**src/rtl/axi_arb_pkg.sv**
```systemverilog
// Shared types for the two-master AXI write arbiter: channel payloads, FSM states, sizes.
package axi_arb_pkg;

    localparam int unsigned NUM_M  = 2;
    localparam int unsigned ID_W   = 4;
    localparam int unsigned ADDR_W = 32;
    localparam int unsigned DATA_W = 32;
    localparam int unsigned STRB_W = 4;
    localparam int unsigned LEN_W  = 4;

    typedef struct packed {
        logic [ID_W-1:0]   id;
        logic [ADDR_W-1:0] addr;
        logic [LEN_W-1:0]  len;
        logic [2:0]        size;
        logic [1:0]        burst;
    } aw_t;

    typedef struct packed {
        logic [ID_W-1:0]   id;
        logic [DATA_W-1:0] data;
        logic [STRB_W-1:0] strb;
        logic              last;
    } w_t;

    typedef struct packed {
        logic [ID_W-1:0] id;
        logic [1:0]      resp;
    } b_t;

    typedef enum logic [1:0] {
        ST_IDLE = 2'd0,
        ST_AW   = 2'd1,
        ST_W    = 2'd2,
        ST_B    = 2'd3
    } state_e;

    // Beat counter increment that sticks at all-ones.
    function automatic logic [LEN_W-1:0] sat_inc(input logic [LEN_W-1:0] v);
        return (v == '1) ? v : v + LEN_W'(1);
    endfunction

endpackage

```
**src/rtl/axi_rr_pick.sv**
```systemverilog
// Two-way round-robin pick: with both requesting, the master that did not win last time gets it.
module axi_rr_pick
    import axi_arb_pkg::*;
(
    input  logic [NUM_M-1:0] req,
    input  logic             last_grant,
    output logic             grant_c,
    output logic             any_c
);

    always_comb begin
        grant_c = 1'b0;
        any_c   = |req;
        if (&req) begin
            grant_c = ~last_grant;
        end else if (req[1]) begin
            grant_c = 1'b1;
        end
    end

endmodule

```
**src/rtl/axi_wr_arbiter.sv**
```systemverilog
// Two-master AXI write arbiter: one outstanding write at a time, AW -> W -> B sequenced by an FSM.
module axi_wr_arbiter
    import axi_arb_pkg::*;
(
    input  logic             clk,
    input  logic             rst_n,

    input  aw_t              m_aw [NUM_M],
    input  logic [NUM_M-1:0] m_awvalid,
    output logic [NUM_M-1:0] m_awready,
    input  w_t               m_w [NUM_M],
    input  logic [NUM_M-1:0] m_wvalid,
    output logic [NUM_M-1:0] m_wready,
    output b_t               m_b,
    output logic [NUM_M-1:0] m_bvalid,
    input  logic [NUM_M-1:0] m_bready,

    output aw_t              s_aw,
    output logic             s_awvalid,
    input  logic             s_awready,
    output w_t               s_w,
    output logic             s_wvalid,
    input  logic             s_wready,
    input  b_t               s_b,
    input  logic             s_bvalid,
    output logic             s_bready,

    output logic             owner,
    output logic             busy,
    output logic             err_len
);

    state_e           state_q, state_d;
    logic             owner_q, owner_d;
    logic             last_grant_q, last_grant_d;
    logic [LEN_W-1:0] cnt_q, cnt_d;
    logic [LEN_W-1:0] len_q, len_d;

    logic             pick_grant_c;
    logic             pick_any_c;

    axi_rr_pick u_pick (
        .req        (m_awvalid),
        .last_grant (last_grant_q),
        .grant_c    (pick_grant_c),
        .any_c      (pick_any_c)
    );

    // Reset returns straight to IDLE; master 0 wins the first contested grant.
    always_ff @(posedge clk or negedge rst_n) begin
        if (!rst_n) begin
            state_q      <= ST_IDLE;
            owner_q      <= 1'b0;
            last_grant_q <= 1'b1;
            cnt_q        <= '0;
            len_q        <= '0;
        end else begin
            state_q      <= state_d;
            owner_q      <= owner_d;
            last_grant_q <= last_grant_d;
            cnt_q        <= cnt_d;
            len_q        <= len_d;
        end
    end

    always_comb begin
        state_d      = state_q;
        owner_d      = owner_q;
        last_grant_d = last_grant_q;
        cnt_d        = cnt_q;
        len_d        = len_q;
        case (state_q)
            ST_IDLE: begin
                if (pick_any_c) begin
                    owner_d = pick_grant_c;
                    state_d = ST_AW;
                end
            end
            ST_AW: begin
                if (m_awvalid[owner_q] && s_awready) begin
                    len_d   = m_aw[owner_q].len;
                    cnt_d   = '0;
                    state_d = ST_W;
                end
            end
            ST_W: begin
                if (m_wvalid[owner_q] && s_wready) begin
                    cnt_d = sat_inc(cnt_q);
                    if (m_w[owner_q].last) begin
                        state_d = ST_B;
                    end
                end
            end
            ST_B: begin
                if (s_bvalid && m_bready[owner_q]) begin
                    last_grant_d = owner_q;
                    state_d      = ST_IDLE;
                end
            end
            default: state_d = ST_IDLE;
        endcase
    end

    // Only the channel matching the current state is connected, and only for the owner.
    always_comb begin
        m_awready = '0;
        m_wready  = '0;
        m_bvalid  = '0;
        s_awvalid = 1'b0;
        s_wvalid  = 1'b0;
        s_bready  = 1'b0;
        err_len   = 1'b0;
        s_aw      = m_aw[owner_q];
        s_w       = m_w[owner_q];
        m_b       = s_b;
        case (state_q)
            ST_AW: begin
                s_awvalid          = m_awvalid[owner_q];
                m_awready[owner_q] = s_awready;
            end
            ST_W: begin
                s_wvalid          = m_wvalid[owner_q];
                m_wready[owner_q] = s_wready;
                if (m_wvalid[owner_q] && s_wready) begin
                    err_len = m_w[owner_q].last ? (cnt_q != len_q) : (cnt_q == len_q);
                end
            end
            ST_B: begin
                m_bvalid[owner_q] = s_bvalid;
                s_bready          = m_bready[owner_q];
            end
            default: ;
        endcase
    end

    assign owner = owner_q;
    assign busy  = (state_q != ST_IDLE);

endmodule

```
**config.mk**
```make
export PLATFORM = sky130hd
export DESIGN_NAME = axi_wr_arbiter
export DESIGN_NICKNAME = d
export VERILOG_FILES = /design/src/rtl/axi_arb_pkg.sv /design/src/rtl/axi_rr_pick.sv /design/src/rtl/axi_wr_arbiter.sv
export SDC_FILE = /design/constraint.sdc
export NUM_CORES = 1
export LEC_CHECK = 0
export CORE_AREA = 2 2 112 114
export CTS_BUF_LIST = sky130_fd_sc_hd__clkbuf_8
export DETAILED_ROUTE_END_ITERATION = 12
export DIE_AREA = 0 0 114 116
export HOLD_SLACK_MARGIN = 0.06
export MAX_ROUTING_LAYER = met4
export RECOVER_POWER = 50
export SYNTH_ARGS = -nofsm -noshare
export SYNTH_HDL_FRONTEND = slang
export SYNTH_SLANG_ARGS = --single-unit
```
**constraint.sdc**
```tcl
create_clock -name clk -period 5.1 [get_ports clk]
set_clock_uncertainty 0.2 [all_clocks]
set_input_delay 0.765 -clock clk [delete_from_list [all_inputs] [get_ports clk]]
set_output_delay 0.765 -clock clk [all_outputs]
set_load 0.05 [all_outputs]
```
==> results by group <==
Clocking
  • CTS Buffer Depth: 2
  • H-tree level count: 1
  • Hold_buf cts: 0
  • Postcts setup bufs: 0
  • CTS Sinks: 12
  • Cts repair resizes: 0
  • Clk slew on worst S/H paths: roughly 0.050 ns
  • CTS Root Cell: clkbuf_8
  • Clock Latency Late Sink: about 0.24 ns
  • TritonCTS clock tree: done
  • Total CTS buffers: 3

Power and ir drop
  • Pwr/cell area: ~510 mW/mm^2
  • Pleak: around 1.9 nW
  • VDD IR max: about 0.24 mV

Detailed routing
  • Post-DR wirelength/cell: 20.0 um
  • Post-route ant nets: 0
  • Starting DRT DRC Count: 80
  • # DRC: 0
  • DR vias: approximately 2600
  • DR vias/cell: about 4.3
  • DR pass1 iterations: 4
  • Final WL: around 12 mm

Critical path
  • Worst reg2reg path depth: 4
  • Worst Path Buf+Inv: 2
  • RR Startpoint: owner$_DFFE_PN0P_
  • Cell Chain, Critical Path: buf_4 > mux2_2 > clkdlybuf4s50_1
  • Crit Path Class: flip-flop to output pin
  • Register-to-register setup slack: 2.56 ns
  • Worst Setup SP: owner$_DFFE_PN0P_
  • Worst setup path endpoint: s_w[13]
  • Slowest cell on crit path: dfrtp_4
  • Crit path capture type: output pin
  • Worst r2r dst: cnt_q[2]$_DFFE_PN0P_
  • Critical Path Fanout Max: 74
  • Stages on worst setup path: 3
  • Worst endpoint required time: 4.14 ns
  • WP data arrival: 2.91 ns
  • Max stage delay on crit path: a little under 1 ns
  • Startpoint types: flip-flop
  • Kind of cell adding the most delay to the critical path: buffers and inverters

Outcome
  • Status: completed

GRT
  • Vias in the first global route: 2752
  • Largest net degree at the start of global routing: between 70 and 80
  • Gr usage total: 0.168
  • GRT overflow: 0
  • First-pass GRT wire length: around 16 mm
  • Initial antenna violation count: 1

Floorplanning
  • Die area: ~0.013 sq mm
  • Starting density of the core: 0.161
  • Num ports: slightly below 300
  • Row count: 40
  • Die X: roughly 110 um
  • Core box area: about 0.012 sq mm
  • Die H: between 100 and 150 um

STA
  • Post-route setup slack: roughly 1.2 ns
  • Final worst-path cycle share: 0.760
  • Setup TNS: 0 ns
  • RSZ-0062 raised after global routing: no
  • Final Critical Period: roughly 3.9 ns
  • Hold Fails Final Rpt: 0
  • Worst-margin pin slew: approximately 0.9 ns
  • Fmax: about 0.26 GHz
  • Fin. max-slew vios: 0
  • Slew margin rel.: 0.403
  • Final setup viols: 0

Yosys
  • Syn Area/Cell: 9.89 sq um
  • Mapped Nets: between 300 and 400
  • Seq/Total Area, Yosys: 0.157
  • Gate Count Post-Synth: 194
  • FFs w/ async S/R, synth: 1.00
  • EDFF count, synth: 0
  • Mapped Area: ~0.0019 sq mm
  • Primary FF master, synth: dfrtp_1
  • Seq cells post-synth: 12
  • Unique cell type count in the Yosys netlist: 38
  • Ys Warns: 0

Cells and area
  • Most frequent cells in the layout: clkdlybuf4s50_1, mux2_2, dlygate4sd3_1
  • Most common cell after layout, fill and taps aside: clkdlybuf4s50_1
  • Share of layout cells above drive strength 1: 0.216
  • Nets@finish: about 660
  • Layout area overhead: 154%
  • Fill count: 1175
  • Final Instance Area: 0.00487 sq mm
  • Final std cells w/o fill: 610
  • Final Util: 0.409

Place
  • Routability Congestion: 0.874
  • Dpl cells: a little over 600
  • Placed cell areas: approximately 0.0048 sq mm
  • Pre-CTS WS: 1.47 ns
  • Number of I/O port buffers: 280
  • Final HPWL from detailed placement: 10.6 mm

Job
  • Max-cap viol count: 0

Hold path
  • Hold crit path type: flip-flop to flip-flop
-- worst min-delay path by stage --
| stage | endpoint | cells past startpoint | start | slack [ns] |
|---|---|---|---|---|
| floorplan | cnt_q[0]$_DFFE_PN0P_ | 0 | rst_n | 0.27 |
| global placement | len_q[0]$_DFFE_PN0P_ | 1 | len_q[0]$_DFFE_PN0P_ | 0.32 |
| detailed placement | len_q[0]$_DFFE_PN0P_ | 1 | len_q[0]$_DFFE_PN0P_ | 0.32 |
| CTS | len_q[0]$_DFFE_PN0P_ | 1 | len_q[0]$_DFFE_PN0P_ | 0.33 |
| global route | len_q[0]$_DFFE_PN0P_ | 1 | len_q[0]$_DFFE_PN0P_ | 0.35 |
| finish | len_q[0]$_DFFE_PN0P_ | 1 | len_q[0]$_DFFE_PN0P_ | 0.32 |
-- logic make-up (layout without fill, tap and decap cells) --
kind of cell / after synthesis / count (layout) / synth area share
AO/OA/AOI/OAI: 16 / 16 / 0.0626
XOR/XNOR: 5 / 5 / 0.0228
adder cells (fa/ha/maj): 6 / 6 / 0.0391
buffers and inverters: 23 / 291 / 0.0671
flip-flops: 12 / 12 / 0.157
multiplexers: 94 / 94 / 0.550
other: 0 / 1 / 0
AND/OR/NAND/NOR: 38 / 38 / 0.102
-- flip-flops by register name, summed over array words and instances (netlist names) --
| register | count |
|---|---|
| cnt_q | 4 |
| last_grant_q | 1 |
| len_q | 4 |
| owner | 1 |
| state_q | 2 |
-- synthesized netlist by cell type (2+ instances only) --
cell | number | area (sq um)
nand2b_1 | 2 | 12.5
dfrtp_1 | 11 | 275
o21ai_1 | 3 | 15.0
buf_2 | 10 | 50.1
nand4_1 | 3 | 18.8
xor2_1 | 4 | 35.0
nand2_1 | 8 | 30.0
and3_1 | 3 | 18.8
buf_4 | 6 | 45.0
inv_1 | 6 | 22.5
nor2b_1 | 3 | 18.8
mux2_2 | 90 | 1010
nor2_1 | 9 | 33.8
nor4_1 | 2 | 12.5
mux2i_1 | 3 | 30.0
nand3_1 | 4 | 20.0
ha_1 | 6 | 75.1
-- area by class of cell --
cell class                      count  area (sq um)  share of cell area
Multi-Input combinational cell    159          1490               0.305
Tap cell                          147           184              0.0378
Timing Repair Buffer              281          2810               0.578
Clock buffer                        4          55.1              0.0113
Sequential cell                    12           305              0.0627
Antenna cell                        1          2.50            0.000514
Inverter                            6          22.5             0.00463
-- layer usage --
layer	global-route usage	part of all wire	vias up
met5	-	0	-
met3	0.0528	0.090	16
met2	0.292	0.50	139
li1	-	-	1249
met4	0.0659	0.038	0
met1	0.179	0.37	1198
-- through the flow --
step	power (mW)	hold WS, ns
6_report	2.49	0.324
5_1_grt	2.60	0.352
4_1_cts	2.55	0.334
3_5_place_dp	2.43	0.323
3_3_place_gp	2.42	0.316
2_1_floorplan	1.73	0.269
-- where the power goes --
group          internal (mW)  leakage [nW]  switching (mW)  total, mW
registers              0.141         0.145           0.139      0.279
clock network         0.0682        0.0288          0.0350      0.103
logic                  0.860          1.70            1.24       2.10
(Power assumes the default switching activity.)
